===== config.mk =====
export PLATFORM = sky130hd
export DESIGN_NAME = mult_arbiter
export DESIGN_NICKNAME = d
export VERILOG_FILES = /design/src/rtl/mult_arbiter.sv
export SDC_FILE = /design/constraint.sdc
export NUM_CORES = 1
export LEC_CHECK = 0
export ABC_AREA = 1
export BUFFER_PORTS_ARGS = -buffer_cell sky130_fd_sc_hd__buf_2
export CORE_AREA = 3 3 137 139
export DETAILED_ROUTE_END_ITERATION = 10
export DIE_AREA = 0 0 140 142
export GPL_TIMING_DRIVEN = 1
export PLACE_DENSITY = 0.79
export SLEW_MARGIN = 0
export SYNTH_ARGS = -nofsm -noshare
export SYNTH_HDL_FRONTEND = slang
export SYNTH_SLANG_ARGS = --single-unit

===== constraint.sdc =====
create_clock -name clk -period 3.1 [get_ports clk]
set_input_delay 0.31 -clock clk [delete_from_list [all_inputs] [get_ports clk]]
set_output_delay 0.31 -clock clk [all_outputs]
set_load 0.01 [all_outputs]

===== src/rtl/mult_arbiter.sv =====
// Round-robin front end that shares one multi-cycle 32x32->64 multiplier core
// between NREQ requesters, with a single id-tagged response channel.
module mult_arbiter #(
  parameter int NREQ = 2,
  parameter int W    = 32,
  parameter int IDW  = (NREQ > 1) ? $clog2(NREQ) : 1
) (
  input  logic              clk,
  input  logic              reset,
  input  logic [NREQ-1:0]   req_valid,
  input  logic [NREQ*W-1:0] req_a,
  input  logic [NREQ*W-1:0] req_b,
  input  logic [NREQ-1:0]   req_signed,
  output logic [NREQ-1:0]   req_ready,
  output logic              resp_valid,
  output logic [IDW-1:0]    resp_id,
  output logic [2*W-1:0]    resp_z,
  input  logic              resp_ready,
  output logic              mul_start,
  output logic [W-1:0]      mul_a,
  output logic [W-1:0]      mul_b,
  output logic              mul_signed,
  input  logic              mul_done,
  input  logic [2*W-1:0]    mul_z,
  output logic [15:0]       op_count,
  output logic [1:0]        dbg_state
);

  // Handshakes: request i transfers on a rising edge where req_valid[i] and
  // req_ready[i] are both high; the response transfers on a rising edge where
  // resp_valid and resp_ready are both high. Valid may not depend on ready.
  typedef enum logic [1:0] {
    S_IDLE  = 2'd0,
    S_ISSUE = 2'd1,
    S_WAIT  = 2'd2,
    S_RESP  = 2'd3
  } state_t;

  state_t           state_q, state_d;
  logic [IDW-1:0]   rr_ptr_q, rr_ptr_d;
  logic             mul_start_q, mul_start_d;
  logic [W-1:0]     mul_a_q, mul_a_d;
  logic [W-1:0]     mul_b_q, mul_b_d;
  logic             mul_signed_q, mul_signed_d;
  logic             resp_valid_q, resp_valid_d;
  logic [IDW-1:0]   resp_id_q, resp_id_d;
  logic [2*W-1:0]   resp_z_q, resp_z_d;
  logic [15:0]      op_count_q, op_count_d;

  int               cand_i;
  logic [IDW-1:0]   cand;
  logic             grant_found;
  logic [IDW-1:0]   grant_id;
  logic [W-1:0]     sel_a;
  logic [W-1:0]     sel_b;
  logic             sel_signed;
  logic             accept;

  // Search starts one past the last winner so every requester gets a turn.
  always_comb begin
    cand_i      = 0;
    cand        = '0;
    grant_found = 1'b0;
    grant_id    = '0;
    for (int k = 1; k <= NREQ; k++) begin
      cand_i = int'(rr_ptr_q) + k;
      if (cand_i >= NREQ) cand_i = cand_i - NREQ;
      cand = IDW'(cand_i);
      if (!grant_found && req_valid[cand]) begin
        grant_found = 1'b1;
        grant_id    = cand;
      end
    end
  end

  always_comb begin
    sel_a      = '0;
    sel_b      = '0;
    sel_signed = 1'b0;
    for (int i = 0; i < NREQ; i++) begin
      if (IDW'(i) == grant_id) begin
        sel_a      = req_a[i*W +: W];
        sel_b      = req_b[i*W +: W];
        sel_signed = req_signed[i];
      end
    end
  end

  assign accept = (state_q == S_IDLE) && grant_found;

  // Gated by reset so no grant is ever visible while reset is asserted.
  always_comb begin
    req_ready = '0;
    for (int i = 0; i < NREQ; i++) begin
      req_ready[i] = accept && (IDW'(i) == grant_id) && reset;
    end
  end

  always_comb begin
    state_d      = state_q;
    rr_ptr_d     = rr_ptr_q;
    mul_start_d  = 1'b0;
    mul_a_d      = mul_a_q;
    mul_b_d      = mul_b_q;
    mul_signed_d = mul_signed_q;
    resp_valid_d = resp_valid_q;
    resp_id_d    = resp_id_q;
    resp_z_d     = resp_z_q;
    op_count_d   = op_count_q;
    case (state_q)
      S_IDLE: begin
        if (accept) begin
          mul_a_d      = sel_a;
          mul_b_d      = sel_b;
          mul_signed_d = sel_signed;
          resp_id_d    = grant_id;
          rr_ptr_d     = grant_id;
          // A zero operand makes the product zero; skip the core entirely.
          if (sel_a == '0 || sel_b == '0) begin
            resp_z_d     = '0;
            resp_valid_d = 1'b1;
            state_d      = S_RESP;
          end else begin
            mul_start_d = 1'b1;
            state_d     = S_ISSUE;
          end
        end
      end
      S_ISSUE: begin
        state_d = S_WAIT;
      end
      S_WAIT: begin
        if (mul_done) begin
          resp_z_d     = mul_z;
          resp_valid_d = 1'b1;
          state_d      = S_RESP;
        end
      end
      S_RESP: begin
        if (resp_ready) begin
          resp_valid_d = 1'b0;
          op_count_d   = op_count_q + 16'd1;
          state_d      = S_IDLE;
        end
      end
      default: begin
        state_d = S_IDLE;
      end
    endcase
  end

  always_ff @(posedge clk or negedge reset) begin
    if (!reset) begin
      state_q      <= S_IDLE;
      rr_ptr_q     <= IDW'(NREQ - 1);
      mul_start_q  <= 1'b0;
      mul_a_q      <= '0;
      mul_b_q      <= '0;
      mul_signed_q <= 1'b0;
      resp_valid_q <= 1'b0;
      resp_id_q    <= '0;
      resp_z_q     <= '0;
      op_count_q   <= '0;
    end else begin
      state_q      <= state_d;
      rr_ptr_q     <= rr_ptr_d;
      mul_start_q  <= mul_start_d;
      mul_a_q      <= mul_a_d;
      mul_b_q      <= mul_b_d;
      mul_signed_q <= mul_signed_d;
      resp_valid_q <= resp_valid_d;
      resp_id_q    <= resp_id_d;
      resp_z_q     <= resp_z_d;
      op_count_q   <= op_count_d;
    end
  end

  assign mul_start  = mul_start_q;
  assign mul_a      = mul_a_q;
  assign mul_b      = mul_b_q;
  assign mul_signed = mul_signed_q;
  assign resp_valid = resp_valid_q;
  assign resp_id    = resp_id_q;
  assign resp_z     = resp_z_q;
  assign op_count   = op_count_q;
  assign dbg_state  = state_q;

endmodule


==> results.md, run 1 <==
- Leakage: approximately 5.7 nW
- Average cell area after synthesis: 7.97 um2
- Chip height: 142 um
- Place WS: ~0.48 ns
- Largest fanout on the critical path: 64
- Kind of launch point of the worst setup path: flip-flop
- Clock input transition at the sequential cells of the worst setup and hold paths: approximately 0.060 ns
- Initial Utilization: between 40% and 50%
- Max-cap violations: 0
- Crit path arrival time: between 2 and 3 ns
- Setup WS post-layout: between 0.4 and 0.5 ns
- Min-delay src: req_signed[1]
- Pin count of the biggest net entering global routing: a little over 80
- FMAX: 380 MHz
- Instance count of the mapped netlist: 920
- RSZ-0062 raised after global routing: no
- WL per Instance: about 16 um
- H-Tree Level Count: 4
- Setup fix buffers added after clock tree synthesis: 0
- Hold Path Depth: 3
- Peak supply drop: about 0.53 mV
- Net count of the finished layout: between 1000 and 1500
- Clock tree root driver cell: sky130_fd_sc_hd__clkbuf_16
- Via count of the first global-routing pass: roughly 7100
- Launch point of the critical path: rr_ptr_q
- TritonCTS buffer count: 17
- Leading register cell type out of synthesis: sky130_fd_sc_hd__dfrtp_1
- Number of flip-flops and latches in the synthesized netlist: roughly 150
- Global-route wire length before repair: roughly 37000 um
- Port buffer count: about 350
- Initial antenna violation count: 1
- Status: finished clean
- Die Outline Area: 0.0199 mm2
- WP data required: 3.40 ns
- Yosys warning total: 0
- Routability congestion estimate: 0.901
- Total of endpoints with negative setup slack in the final report: 0
- Core box area: about 0.018 mm2
- Clock Latency Late Sink: approximately 0.42 ns
- Setup crit end kind: flip-flop
- Via density per instance: about 4.9
- EDFF count, synth: 0
- GR Overflow Total: 0
- Sum of negative setup slack: 0 ns
- Die width: about 140 um
- Post-CTS sizing: 0
- Row count: 49
- Fin crit share: between 80% and 90%
- Total wire length after detailed routing: around 23000 um
- Final antenna-violating net count: 0
- Worst max-slew margin expressed relative to the limit: 54.7%
- Hpwl dp: roughly 17000 um
- Commonest non-fill, non-tap cell in the layout: sky130_fd_sc_hd__nand2_1
- Count of TritonRoute iterations in the first routing pass: 5
- Clock period minus final worst setup slack: 2.63 ns
- Number of sinks on the clock net: 151
- DRC violations left: 0
- Maximum clock skew at final layout: a little over 0.008 ns
- Share of post-route cells with drive strength above 1: ~32%
- Fillers: ~1600
- Net count after synthesis: between 1000 and 1500
- Start of the worst register-to-register path: rr_ptr_q
- Ys async rst share: 100%
- TritonCTS clock tree: yes
- R2R cell count: 15
- Least-Margin Pin Slew: a little under 0.7 ns
- Sequential area share after synthesis: between 50 and 60%
- Synthesis-to-finish area growth: 35.0%
- Overall routing resource usage: a little under a quarter
- Total power per unit cell area: 914 mW/mm2
- Worst Hold Class: input pin to flip-flop
- Number of DRC markers in iteration 0: ~320
- Share of the core filled with cells in the final layout: a little under three fifths
- Number of endpoints with negative hold slack in the final report: 0
- Total vias in the final route: 7343
- Worst setup slack for register-to-register paths: ~0.47 ns
- Max-slew violation total from the final report: 0
- Highest-count cells in the layout ignoring fill and taps: 363 x sky130_fd_sc_hd__nand2_1, 350 x sky130_fd_sc_hd__buf_2, 150 x sky130_fd_sc_hd__dfrtp_1, 84 x sky130_fd_sc_hd__o21ai_0, 80 x sky130_fd_sc_hd__inv_1
- Top-level port count: 352
- Post-synth design cell area: 0.00733 mm2
- Kind of critical path: flip-flop to flip-flop
- Number of different library cells in the post-synthesis netlist: 24
- Buffers from clock root to sink, at most: 2
- Number of hold buffers added after cts: 1
[report_power, final]
part	internal (mW)	switching [mW]	total [mW]
Clock	1.13	0.895	2.02
Sequential	2.76	0.445	3.21
Combinational	1.37	2.44	3.81
Total	5.26	3.78	9.04
[stage by stage]
step,std cells,power (mW),cell area (um2),hold slack [ns]
finish,1493,9.04,9900,0.121
global route,1493,9.74,9900,0.124
CTS,1492,9.14,9890,0.107
detailed placement,1459,7.09,9310,0.215
global placement,1459,6.98,9310,0.214
floorplan,920,5.46,7330,0.0144
[critical path: stages, from the launching register on]
cell	delay (ns)
sky130_fd_sc_hd__dfstp_2	0.55
sky130_fd_sc_hd__nand2_2	0.06
sky130_fd_sc_hd__nand2_2	0.11
sky130_fd_sc_hd__buf_12	0.22
sky130_fd_sc_hd__nand2_1	0.07
sky130_fd_sc_hd__o21ai_0	0.17
sky130_fd_sc_hd__nand2_1	0.10
sky130_fd_sc_hd__nor2_1	0.10
sky130_fd_sc_hd__nand2_1	0.06
sky130_fd_sc_hd__nor2_1	0.17
sky130_fd_sc_hd__nand2_1	0.11
sky130_fd_sc_hd__nand3_2	0.12
sky130_fd_sc_hd__nand3_2	0.06
sky130_fd_sc_hd__buf_4	0.31
sky130_fd_sc_hd__nand2_1	0.16
sky130_fd_sc_hd__nand2_1	0.07
[kinds of logic (layout without fill, tap and decap cells)]
group                    after synthesis  in the layout  share of synthesized area (%)
AND/OR/NAND/NOR                      519            519                           31.5
XOR/XNOR                              14             14                           1.67
adder cells (fa/ha/maj)                5              5                          0.854
multiplexers                           1              1                          0.154
AO/OA/AOI/OAI                         90             90                           6.21
other                                  0              1                              0
flip-flops                           151            151                           51.6
buffers and inverters                140            483                           8.01
[sequential cells by signal, indices dropped and copies added (netlist names), 2 cells and up]
register and cells:
op_count 16, mul_b 32, resp_z 64, mul_a 32
dbg_state 2
[area by class of cell]
type / instances / area, um2 / area share [%]
Sequential cell: 151 / 3780 / 38.2
Antenna cell: 1 / 2.50 / 0.0253
Clock buffer: 18 / 429 / 4.34
Clock inverter: 14 / 140 / 1.42
Tap cell: 229 / 287 / 2.90
Inverter: 81 / 305 / 3.09
Multi-Input combinational cell: 629 / 2970 / 30.0
Timing Repair Buffer: 370 / 1980 / 20.0
[metal layers]
layer	track usage [%]	part of all wire (%)
met1	29.1	40
met2	38.7	48
met3	6.28	8.5
met4	8.21	2.7
met5	0	0
[worst paths after layout]
path                          endpoint
min in group asynchronous  op_count[9]
hold / removal              mul_signed
setup reg to reg            resp_z[45]
setup / recovery            resp_z[45]
max in group asynchronous    mul_a[24]
hold reg to reg             resp_z[60]
[synth_stat cells (2+ instances only)]
cell | n | area (um2)
sky130_fd_sc_hd__buf_2 | 19 | 95.1
sky130_fd_sc_hd__xnor2_1 | 6 | 52.6
sky130_fd_sc_hd__inv_1 | 81 | 304
sky130_fd_sc_hd__nand2_1 | 363 | 1360
sky130_fd_sc_hd__nand3_2 | 2 | 20.0
sky130_fd_sc_hd__nand4_1 | 67 | 419
sky130_fd_sc_hd__nor2_1 | 32 | 120
sky130_fd_sc_hd__dfrtp_1 | 150 | 3750
sky130_fd_sc_hd__o21ai_0 | 84 | 420
sky130_fd_sc_hd__buf_4 | 4 | 30.0
sky130_fd_sc_hd__xor2_1 | 8 | 70.1
sky130_fd_sc_hd__nand2_2 | 2 | 12.5
sky130_fd_sc_hd__buf_6 | 3 | 33.8
sky130_fd_sc_hd__o21ai_1 | 4 | 20.0
sky130_fd_sc_hd__clkbuf_1 | 26 | 97.6
sky130_fd_sc_hd__nor3_1 | 2 | 10.0
sky130_fd_sc_hd__a22oi_1 | 2 | 15.0
sky130_fd_sc_hd__ha_1 | 5 | 62.6
sky130_fd_sc_hd__buf_1 | 7 | 26.3
sky130_fd_sc_hd__nand3_1 | 7 | 35.0
sky130_fd_sc_hd__nand3b_1 | 43 | 323
No activity file was read; power rests on OpenSTA's default activity.
==> run 2: changes to the inputs <==
==> constraint.sdc (replaced) <==
create_clock -name clk -period 2.6 [get_ports clk]
set_input_delay 0.26 -clock clk [delete_from_list [all_inputs] [get_ports clk]]
set_output_delay 0.26 -clock clk [all_outputs]
set_load 0.01 [all_outputs]
==> run 2 against run 1 <==
Setup slack got worse by 0.28 ns. Die area unchanged. Clock power increased by 24%. Sequential power increased by 19%. Maximum frequency increased by 9.2%.
==> results.md, run 2 (synthesis gave the netlist of run 1 again) <==
- Status: finished clean
- Least-Margin Pin Slew: ~0.67 ns
- Overall routing resource usage: ~23%
- Clock Latency Late Sink: ~0.42 ns
- Final std cells w/o fill: 1490
- Largest fanout on the critical path: 64
- Maximum clock skew at final layout: around 0.012 ns
- Port buffer count: approximately 350
- Peak supply drop: between 0.7 and 0.8 mV
- WP data required: roughly 2.9 ns
- DRC violations left: 0
- Total instance count after detailed placement: roughly 1500
- Routability congestion estimate: 0.916
- Crit-path most repeated cell: sky130_fd_sc_hd__nand2_1
- TritonCTS clock tree: yes
- Via density per instance: 4.91
- Buffers from clock root to sink, at most: 2
- Hpwl dp: about 17000 um
- Row count: 49
- Inserted Diodes: 0
- Die Outline Area: about 0.020 mm2
- Fin crit share: slightly above 90%
- Initial Utilization: approximately two fifths
- Number of sinks on the clock net: ~150
- Via count of the first global-routing pass: about 7200
- Total of endpoints with negative setup slack in the final report: 0
- Worst Hold Class: input pin to flip-flop
- Number of DRC markers in iteration 0: between 300 and 400
- Flip-flop count of the largest register, all copies and words added: 64
- Die width: about 140 um
- GR Overflow Total: 0
- Top-level port count: 352
- Clock tree root driver cell: sky130_fd_sc_hd__clkbuf_16
- FMAX: between 400 and 500 MHz
- Worst path max stage delay: approximately 0.53 ns
- Critical-path top delay cell: sky130_fd_sc_hd__dfstp_2
- Global-route wire length before repair: about 37000 um
- H-Tree Level Count: 4
- Max-cap violations: 0
- Total power per unit cell area: 1100 mW/mm2
- Synthesis-to-finish area growth: 35.8%
- Chip height: 142 um
- Setup crit end kind: flip-flop
- Total vias in the final route: ~7300
- Post-detailed-placement cell area: 0.00930 mm2
- Net count of the finished layout: 1453
- Setup WS post-layout: between 0.15 and 0.2 ns
- Kind of launch point of the worst setup path: flip-flop
- TritonCTS buffer count: 17
- Max-slew violation total from the final report: 0
- Initial antenna violation count: 2
- Final antenna-violating net count: 0
- Clock input transition at the sequential cells of the worst setup and hold paths: 0.07 ns
- Share of post-route cells with drive strength above 1: around 32%
- Crit path arrival time: roughly 2.7 ns
- Highest-count cells in the layout ignoring fill and taps: 363 x sky130_fd_sc_hd__nand2_1, 350 x sky130_fd_sc_hd__buf_2, 150 x sky130_fd_sc_hd__dfrtp_1, 84 x sky130_fd_sc_hd__o21ai_0, 80 x sky130_fd_sc_hd__inv_1
- Pin count of the biggest net entering global routing: 97
- WL per Instance: about 16 um
- Number of endpoints with negative hold slack in the final report: 0
- Kind of critical path: flip-flop to flip-flop
- Leakage: ~5.8 nW
- Core box area: 0.0178 mm2
- Crit path cell chain: nand2_2 -> nand2_4 -> buf_12 -> nand2_1 -> nand2_1 -> nand2_1 -> nor2_1 -> nand2_1 -> nor2_1 -> nand2_1 -> nand3_4 -> nand3_2 -> buf_12 -> nand2_1 -> nand2_1
- Count of TritonRoute iterations in the first routing pass: 4
- Worst setup slack for register-to-register paths: roughly 0.19 ns
- Final instance area: about 0.01 mm2
- Worst max-slew margin expressed relative to the limit: a little under three fifths
- Place WS: between 0.07 and 0.08 ns
- Fillers: 1639
- Total wire length after detailed routing: 23200 um
- Clock period minus final worst setup slack: ~2.4 ns
- Commonest non-fill, non-tap cell in the layout: sky130_fd_sc_hd__nand2_1
run 2: cell count changes in the layout (fill, tap and decap cells not counted), sizes merged:
cell	change
clkinv	-2
clkbuf	+1
inv	+1
buf	-3
bufinv	+1
diode	-1
run 2: final timing paths:
kind                                end  depth (start not counted)     startpoint
setup / recovery             resp_z[39]                         15       rr_ptr_q
min in group asynchronous  op_count[10]                          2          reset
setup reg to reg             resp_z[39]                         15       rr_ptr_q
hold reg to reg              resp_z[16]                          2     resp_z[16]
hold / removal               mul_signed                          3  req_signed[1]
max in group asynchronous     mul_a[14]                          3          reset
run 2: through the flow:
stage | hold WS (ns) | power (mW) | TNS (ns) | util (%)
final | 0.0743 | 10.9 | 0 | 56.0
after global routing | 0.0665 | 11.7 | -0.00119 | 56.0
after CTS | 0.0569 | 11.0 | 0 | 55.7
after detailed placement | 0.0858 | 8.41 | 0 | 52.3
after global placement | 0.0865 | 8.30 | 0 | 52.3
after floorplan | -0.0356 | 6.51 | 0 | -
run 2: routing by layer:
metal	up-vias	routed length [um]	track usage, %
met5	-	23	0
met4	4	534	7.29
met3	39	2310	7.33
met2	330	11100	39.1
met1	3349	9190	27.9
li1	3600	-	-
run 2: layout make-up:
type                    instances  area [um2]  share of cell area (%)
multi-input cells             629        2980                    30.0
well taps                     229         287                    2.88
clock inverters                14         164                    1.65
inverters                      81         305                    3.07
repair buffers                368        2000                    20.1
flip-flops and latches        151        3780                    38.0
clock buffers                  18         429                    4.31
run 2: worst max-delay path: cells and delay by family, from the launching register on:
family                 cells  cell delay, ns
buffers and inverters      2            0.39
DFF                        1            0.53
and+or+nand+nor           13            1.33
run 2: where the power goes:
part / internal, mW / total, mW / switching (mW)
logic: 1.66 / 4.57 / 2.91
clock network: 1.44 / 2.51 / 1.07
registers: 3.29 / 3.82 / 0.530
total: 6.40 / 10.9 / 4.51
run 2: what timing repair did:
item                       CTS  global route
setup endpoints to repair    0            64
hold endpoints to repair    45             0
resized for setup            0             3
hold buffers                 1             0
buffers inserted             0             0
